--- src/rtl/ssd_pkg.sv ---
// Shared constants and types for the seven-segment scanner.
// Digit count, nibble width and the anode-off pattern live here.
package ssd_pkg;

  localparam int DIGITS = 4;
  localparam int NIB_W  = 4;
  localparam int VAL_W  = DIGITS * NIB_W;

  localparam logic [DIGITS-1:0] ANODE_OFF = '1;

  typedef logic [$clog2(DIGITS)-1:0] idx_t;

  // Active-low one-cold anode pattern for digit k.
  function automatic logic [DIGITS-1:0] anode_sel(input idx_t k);
    logic [DIGITS-1:0] one;
    one = 1;
    return ~(one << k);
  endfunction

endpackage

--- src/rtl/ssd_tick_gen.sv ---
// Refresh prescaler: counts 0..P_REFRESH_DIV-1 while enabled.
// Emits a one-cycle tick on the terminal count, then wraps.
module ssd_tick_gen #(
  parameter int P_REFRESH_DIV = 100000
) (
  input  logic i_CLK,
  input  logic i_RST,
  input  logic i_En,
  output logic o_Tick
);

  localparam int W = $clog2(P_REFRESH_DIV);
  localparam logic [W-1:0] LAST = W'(P_REFRESH_DIV - 1);

  logic [W-1:0] r_Cnt;
  logic         w_Term;

  assign w_Term = (r_Cnt == LAST);
  assign o_Tick = i_En & w_Term;

  // Count while enabled; hold the value while disabled.
  always_ff @(posedge i_CLK) begin
    if (i_RST) begin
      r_Cnt <= '0;
    end else if (i_En) begin
      r_Cnt <= w_Term ? '0 : r_Cnt + 1'b1;
    end
  end

endmodule

--- src/rtl/ssd_scan.sv ---
// Four-digit multiplexed display scanner with frame-atomic updates.
// Nibble leaves after one stage; anodes/DP after two to meet decoder.
module ssd_scan
  import ssd_pkg::*;
#(
  parameter int P_REFRESH_DIV = 100000
) (
  input  logic              i_CLK,
  input  logic              i_RST,
  input  logic              i_En,
  input  logic [VAL_W-1:0]  i_Value,
  input  logic              i_Load,
  input  logic [DIGITS-1:0] i_DP,
  input  logic              i_Blank_En,
  output logic [NIB_W-1:0]  o_Num,
  output logic [DIGITS-1:0] o_Anodes,
  output logic              o_DP,
  output logic              o_Frame
);

  logic              w_Tick;
  logic              w_Wrap;
  logic              w_Blank;
  logic [NIB_W-1:0]  w_Nib;
  idx_t              r_Idx;
  logic [VAL_W-1:0]  r_PendVal;
  logic [VAL_W-1:0]  r_ActVal;
  logic [DIGITS-1:0] r_PendDp;
  logic [DIGITS-1:0] r_ActDp;
  logic [NIB_W-1:0]  r_Num;
  logic [DIGITS-1:0] r_S1An;
  logic              r_S1Dp;
  logic [DIGITS-1:0] r_Anodes;
  logic              r_DP;
  logic              r_Frame;

  ssd_tick_gen #(
    .P_REFRESH_DIV(P_REFRESH_DIV)
  ) u_tick (
    .i_CLK (i_CLK),
    .i_RST (i_RST),
    .i_En  (i_En),
    .o_Tick(w_Tick)
  );

  assign w_Wrap = w_Tick && (r_Idx == idx_t'(DIGITS - 1));
  assign w_Nib  = r_ActVal[r_Idx*NIB_W +: NIB_W];

  // Digit k>=1 goes dark when it and every higher nibble are zero.
  always_comb begin
    w_Blank = 1'b0;
    if (i_Blank_En && (r_Idx != '0)) begin
      w_Blank = ((r_ActVal >> (NIB_W * r_Idx)) == '0);
    end
  end

  // Digit index advances once per refresh tick.
  always_ff @(posedge i_CLK) begin
    if (i_RST) begin
      r_Idx <= '0;
    end else if (w_Tick) begin
      r_Idx <= r_Idx + 1'b1;
    end
  end

  // Pending/active value; active only changes between frames.
  always_ff @(posedge i_CLK) begin
    if (i_RST) begin
      r_PendVal <= '0;
      r_PendDp  <= '0;
      r_ActVal  <= '0;
      r_ActDp   <= '0;
    end else begin
      if (i_Load) begin
        r_PendVal <= i_Value;
        r_PendDp  <= i_DP;
      end
      if (w_Wrap) begin
        r_ActVal <= i_Load ? i_Value : r_PendVal;
        r_ActDp  <= i_Load ? i_DP : r_PendDp;
      end
    end
  end

  // Stage 1: nibble plus pre-delayed anode/DP pattern.
  always_ff @(posedge i_CLK) begin
    if (i_RST) begin
      r_Num  <= '0;
      r_S1An <= ANODE_OFF;
      r_S1Dp <= 1'b1;
    end else begin
      r_Num <= w_Nib;
      if (!i_En || w_Blank) begin
        r_S1An <= ANODE_OFF;
        r_S1Dp <= 1'b1;
      end else begin
        r_S1An <= anode_sel(r_Idx);
        r_S1Dp <= ~r_ActDp[r_Idx];
      end
    end
  end

  // Stage 2: anodes/DP aligned with the decoder's registered cathodes.
  always_ff @(posedge i_CLK) begin
    if (i_RST) begin
      r_Anodes <= ANODE_OFF;
      r_DP     <= 1'b1;
      r_Frame  <= 1'b0;
    end else begin
      r_Anodes <= r_S1An;
      r_DP     <= r_S1Dp;
      r_Frame  <= w_Wrap;
    end
  end

  assign o_Num    = r_Num;
  assign o_Anodes = r_Anodes;
  assign o_DP     = r_DP;
  assign o_Frame  = r_Frame;

endmodule

--- config.mk ---
export PLATFORM = sky130hd
export DESIGN_NAME = ssd_scan
export DESIGN_NICKNAME = d
export VERILOG_FILES = /design/src/rtl/ssd_pkg.sv /design/src/rtl/ssd_tick_gen.sv /design/src/rtl/ssd_scan.sv
export SDC_FILE = /design/constraint.sdc
export NUM_CORES = 1
export LEC_CHECK = 0
export ABC_AREA = 1
export BUFFER_PORTS_ARGS = -buffer_cell sky130_fd_sc_hd__buf_2
export CAP_MARGIN = 0
export CORE_MARGIN = 2
export CORE_UTILIZATION = 27
export DETAILED_ROUTE_END_ITERATION = 10
export REMOVE_ABC_BUFFERS = 1
export SKIP_CTS_REPAIR_TIMING = 1
export SKIP_LAST_GASP = 1
export SYNTH_ARGS = -nofsm -noshare
export SYNTH_HDL_FRONTEND = slang
export SYNTH_HIERARCHICAL = 1
export SYNTH_SLANG_ARGS = --single-unit
--- constraint.sdc ---
create_clock -name i_CLK -period 3.7 [get_ports i_CLK]
set_input_delay 0.37 -clock i_CLK [delete_from_list [all_inputs] [get_ports i_CLK]]
set_output_delay 0.37 -clock i_CLK [all_outputs]
set_load 0.005 [all_outputs]
==> impl_results.md, run 1 <==
* Post-DP HPWL at between 4000 and 5000 um
* GP Congestion at 0.812
* Synth area leaders: dfxtp_1, nand2_1, nor2_1
* Ant. Diodes at 0
* Worst hold-check path type: input port to register
* Worst Setup Start Kind: register
* Worst-path fanout max at 40
* CP Class: register to register
* Avg Vias per Cell at 4.39
* Vias at 2450
* Maxcap violations at 0
* Non-Filler Instances at 558
* Synth Cell Area at between 3000 and 4000 sq um
* Slew Limit Fails at 0
* Chip Height at 110 um
* Die area at between 10000 and 15000 sq um
* Fin. Hold Viols at 0
* Worst relative slew slack at 0.364
* Die Wd at ~110 um
* Post-synth EDFFs at 0
* Layout cells sized above 1 at 0.153
* Cts bufs inserted at 9
* FP Rows at 38
* First-pass GRT wire length at 10600 um
* Critical path's most frequent cell: inv_1
* Fill count at about 1200
* Vias in the first global route at 2346
* Average cell area after synthesis at 7.95 sq um
* Post-synth top area cell: dfxtp_1
* Placed cell count at 542
* Final nets at approximately 440
* Total gr overflow at 0
* DR WL/cell at 11.3 um
* Clock Skew at 7.02 ps
* Largest stage delay on the critical path at approximately 700 ps
* Slew at the pin closest to its max-slew limit at 953 ps
* Initial DRT Pass Iterations at 4
* Root buf cell: clkbuf_16
* Slowest CP cell: inv_1
* Post-synthesis sequential area ratio at 0.487
* WP data arrival at 2540 ps
* Largest net degree at the start of global routing at 41
* Synth-to-layout area growth at 19.2%
* Pwr/cell area at 489 nW/um^2
* Sink Count at 74
* Outcome: finished, final reports clean
* WL final at 6290 um
* Async set or reset register ratio after synthesis at 0
* Worst skew pair latency at 330 ps
* Initial antenna violation count at 0
* IO Pins at 35
* Initial drt markers at 85
* RSZ-0062 raised after global routing: no
* Tcrit/Tclk final at 0.619
* Unique masters post-synth at 28
* H-tree Lvls at 3
* Critical Path End Type: register
* Post-synth top area share at 0.487
* Antenna viol nets, final at 0
* Endpoints failing setup at 0
* Core box area at 10900 sq um
* Overall global routing resource usage at 0.112
* Worst VDD drop at between 0.0002 and 0.0003 V
* Min Tclk post-route at ~2300 ps
* Crit-path cells: ha_1 -> inv_1 -> nor2_1 -> nand3_1 -> inv_1 -> nand2_1 -> inv_1 -> o21ai_0 -> a21oi_1
* Clk buf depth at 2
* DR DRC count at 0
* IO buf count at 34
* Top_reg_cell synth: dfxtp_1
* Worst-path clk slew at 60 ps
* Synth warn at 6
* Worst Path Required at 3950 ps
* Initial Util at 0.278
* Fmax at 437 MHz
* Pleak at around 1.5 nW
* Mapped Cells at roughly 380
* Setup_tns at 0 ps
* CTS tree: yes
* WHS at 299 ps
* Register bit total from synthesis at between 70 and 80
* Most common cell in the synthesized netlist: dfxtp_1
* Top cells by count, synth: dfxtp_1, nand2_1, nor2_1
cell type report:
class | instances | area, sq um | area share
Clock buffer | 11 | 253 | 0.0697
Clock inverter | 5 | 61.3 | 0.0169
Inverter | 29 | 109 | 0.0300
Multi-Input combinational cell | 265 | 1380 | 0.380
Sequential cell | 74 | 1480 | 0.408
Tap cell | 140 | 175 | 0.0483
Timing Repair Buffer | 34 | 170 | 0.0469
logic make-up (layout without fill, tap and decap cells):
family	count (synthesis)	count (layout)	share of synthesized area
and+or+nand+nor	174	174	0.244
DFF	74	74	0.487
AOI/OAI and AO/OA	57	57	0.0962
buffers and inverters	44	79	0.0604
muxes	21	21	0.0691
xor gates and xnor gates	8	8	0.0230
adders and majority gates	5	5	0.0206
critical path: cells and delay by family (launching register included):
| family | cells | cell delay, ps |
|---|---|---|
| fa+ha+maj | 1 | 220 |
| compound gates | 2 | 380 |
| buf+inv | 3 | 830 |
| simple gates | 3 | 360 |
| flops | 1 | 410 |
per-layer routing:
layer / global-route usage / share of wire
met1: 0.140 / 0.48
met2: 0.177 / 0.46
met3: 0.0388 / 0.049
met4: 0.0438 / 0.015
met5: 0 / 0
path summary, 6_finish.rpt:
kind	startpoint	endpoint	slack (ps)	depth (start not counted)
worst max-delay path	u_tick/r_Cnt[0]	r_ActVal[4]	1410	9
worst min-delay path	i_Value[7]	r_PendVal[7]	300	3
worst max register to register	u_tick/r_Cnt[0]	r_ActVal[4]	1410	9
worst min register to register	r_S1An[1]	o_Anodes[1]	410	1
cell usage in the layout, fill, tap and decap left out, drive strengths merged:
| cell | n |
|---|---|
| ha | 5 |
| clkbuf | 11 |
| nand2 | 70 |
| or2 | 5 |
| a21oi | 27 |
| nor2 | 70 |
| xnor2 | 2 |
| a31oi | 1 |
| nand4 | 2 |
| buf | 34 |
| o22ai | 1 |
| nand3 | 25 |
| bufinv | 1 |
| nand3b | 1 |
| dfxtp | 74 |
| and2 | 1 |
| o21ai | 26 |
| inv | 30 |
| mux2i | 21 |
| clkinv | 3 |
| o21bai | 2 |
| xor2 | 6 |
power breakdown:
group          internal (mW)  switching, mW
Clock                  0.562          0.328
Combinational         0.0279         0.0387
Sequential             0.813        0.00636
Total                   1.40          0.373
metrics by stage:
step | setup WS, ps | power (mW) | instance area (sq um) | utilization
after floorplan | 1910 | 0.869 | 2970 | -
after global placement | 1600 | 0.902 | 3310 | 0.303
after detailed placement | 1440 | 0.905 | 3310 | 0.303
after CTS | 1370 | 1.80 | 3630 | 0.332
after global routing | 1120 | 1.84 | 3630 | 0.332
final | 1410 | 1.78 | 3630 | 0.332
state kept, by name, summed over array words and instances (netlist names):
signal and cells:
r_ActVal 16, r_S1An 4, o_Frame 1, u_tick/r_Cnt 17
r_PendVal 16, o_DP 1, r_ActDp 4, r_Idx 2
r_PendDp 4, o_Anodes 4, o_Num 4, r_S1Dp 1
(Power assumes the default switching activity.)
==> run 2, diff against run 1 <==
--- a/config.mk
+++ b/config.mk
@@ -5,7 +5,7 @@
 export SDC_FILE = /design/constraint.sdc
 export NUM_CORES = 1
 export LEC_CHECK = 0
-export ABC_AREA = 1
+export ABC_AREA = 0
 export BUFFER_PORTS_ARGS = -buffer_cell sky130_fd_sc_hd__buf_2
 export CAP_MARGIN = 0
 export CORE_MARGIN = 2
==> constraint.sdc (replaced) <==
create_clock -name i_CLK -period 2 [get_ports i_CLK]
set_input_delay 0.2 -clock i_CLK [delete_from_list [all_inputs] [get_ports i_CLK]]
set_output_delay 0.2 -clock i_CLK [all_outputs]
set_load 0.005 [all_outputs]
==> impl_results.md, run 2 <==
* Post-synthesis sequential area ratio at 0.511
* Die Wd at 108 um
* Top cells by count, synth: dfxtp_1, nor2_1, mux2i_1
* Sequential power share at 0.544
* Initial DRT Pass Iterations at 4
* Worst VDD drop at around 0.00031 V
* Sw frac at 0.223
* Vias at about 2100
* WL final at between 5000 and 6000 um
* Die area at 11600 sq um
* Int Pwr at 2.16 mW
* GP Congestion at between 0.8 and 0.9
* Initial Util at 0.280
* Min-Delay Startpoint: i_Value[15]
* Pwr/cell area at between 700 and 800 nW/um^2
* CP Class: register to register
* Worst Path Required at 2250 ps
* Endpoints failing setup at 0
* Synth Cell Area at 2900 sq um
* Worst relative slew slack at 0.577
* Post-synth top area share at 0.511
* Worst hold-check path type: input port to register
* Average cell area after synthesis at a little over 10 sq um
* Fmax at 543 MHz
* Ant. Diodes at 0
* Top_reg_cell synth: dfxtp_1
* RSZ-0062 raised after global routing: no
* Antenna viol nets, final at 0
* Combinational Power Share at 0.047
* R2R Path Start: u_tick/r_Cnt[1]
* Most common cell in the synthesized netlist: dfxtp_1
* CTS tree: yes
* Final core utilization at 0.337
* Initial drt markers at around 90
* H-tree Lvls at 3
* Met1 Use GR at 0.147
* Avg Vias per Cell at 4.50
* Mapped Cells at 282
* Clock power frac at 0.408
* Chip Height at ~110 um
* Pleak at approximately 1.4 nW
* IO Pins at 35
* Met2 Use GR at 0.156
* Overall global routing resource usage at 0.108
* Critical Path End Type: register
* Worst skew pair latency at about 340 ps
* Slew at the pin closest to its max-slew limit at 634 ps
* Min Tclk post-route at 1840 ps
* Synth-to-layout area growth at 20.4%
* Unique masters post-synth at 40
* Commonest cells after routing, fill and taps aside: dfxtp_1, nor2_1, buf_2, mux2i_1, a211oi_1
* Clock Skew at 9.13 ps
* Worst-path fanout max at 21
* Clk buf depth at 2
* FP Rows at 37
* Post-synth EDFFs at 0
* WP data arrival at about 2100 ps
* Post-synth top area cell: dfxtp_1
* Synth warn at 6
* Switching power at 0.619 mW
* Largest net degree at the start of global routing at 43
* WHS at ~130 ps
* Tcrit/Tclk final at 0.921
* Sink Count at 74
* Vias in the first global route at between 1500 and 2000
* Maxcap violations at 0
* DR DRC count at 0
* Synth area leaders: dfxtp_1, mux2i_1, nor2_1
* Slew Limit Fails at 0
* Register bit total from synthesis at 74
* Largest register FFs at 17
* DR WL/cell at 12.6 um
* CP startpoint: u_tick/r_Cnt[1]
* Worst-path clk slew at 70 ps
* Setup_tns at 0 ps
* Met3 Use GR at 0.0345
* Fin. Hold Viols at 0
* Initial antenna violation count at 0
* Worst Setup Start Kind: register
* Gr busiest metal: met2
* IO buf count at 34
* Largest Register: u_tick/r_Cnt
* Root buf cell: clkbuf_8
* Cts bufs inserted at 9
* Total gr overflow at 0
* Core box area at between 10000 and 15000 sq um
* Commonest non-fill, non-tap cell in the layout: dfxtp_1
* Final nets at 352
* Largest registers: u_tick/r_Cnt: 17 flops, r_ActVal: 16 flops, r_PendVal: 16 flops
* Post-DP HPWL at 4060 um
* Outcome: finished, final reports clean
* Async set or reset register ratio after synthesis at 0
* First-pass GRT wire length at 9660 um
* Layout cells sized above 1 at 0.248
-- run 2: changes by cell type after synthesis, moves of 4 or more --
cell	previous run	this run
nand2_1	69	5
a21oi_1	27	1
o21ai_0	26	1
inv_1	27	3
a211oi_1	0	20
nand3_1	22	10
nor2_1	67	58
nor2b_1	0	6
clkbuf_1	8	13
nand4_1	2	6
nor4_1	0	4
xnor2_1	2	6
-- run 2: cells by family after synthesis --
group | synth area share
AO/OA/AOI/OAI | 0.0803
XOR/XNOR | 0.0453
adder cells (fa/ha/maj) | 0.0216
buffers and inverters | 0.0345
flip-flops | 0.511
multiplexers | 0.117
AND/OR/NAND/NOR | 0.190
-- run 2: critical path, cell delays in order (launching register included) --
cell and delay [ps]:
dfxtp_1 370, ha_1 190, and4_2 290, nand2_4 80, nor3_2 190, and2_4 210
buf_12 160, nor2_1 50, a211oi_1 210
-- run 2: worst paths after layout --
kind                   end  slack [ps]  cells past startpoint
min          r_PendVal[15]         130                      3
max reg2reg    r_ActVal[0]         160                      8
max            r_ActVal[0]         160                      8
min reg2reg    o_Anodes[0]         410                      1
-- run 2: power groups by stage --
stage | logic [mW] | clock network (mW) | registers [mW]
floorplan | 0.0574 | 0 | 1.54
global placement | 0.129 | 0 | 1.54
detailed placement | 0.133 | 0 | 1.55
CTS | 0.133 | 1.18 | 1.51
global route | 0.147 | 1.24 | 1.51
finish | 0.131 | 1.13 | 1.51
-- run 2: stage by stage --
step                      cells  total power [mW]  setup WS, ps  instance area [sq um]
after CTS                   461              2.82          9.44                   3450
after global routing        462              2.90          12.7                   3490
after floorplan             264              1.60          -479                   2810
after detailed placement    446              1.68          39.3                   3250
final                       462              2.78           158                   3490
after global placement      446              1.67           144                   3250
-- run 2: cell type report --
class | count | area [sq um]
fillers | 1079 | 6880
flip-flops and latches | 74 | 1480
multi-input cells | 187 | 1340
repair buffers | 47 | 298
well taps | 136 | 170
clock buffers | 10 | 138
clock inverters | 5 | 55.1
inverters | 3 | 11.3
-- run 2: layer usage --
metal / part of all wire / wire, um
met5: 0 / 0
met4: 0.014 / 83
met3: 0.039 / 229
met2: 0.44 / 2560
met1: 0.51 / 2960
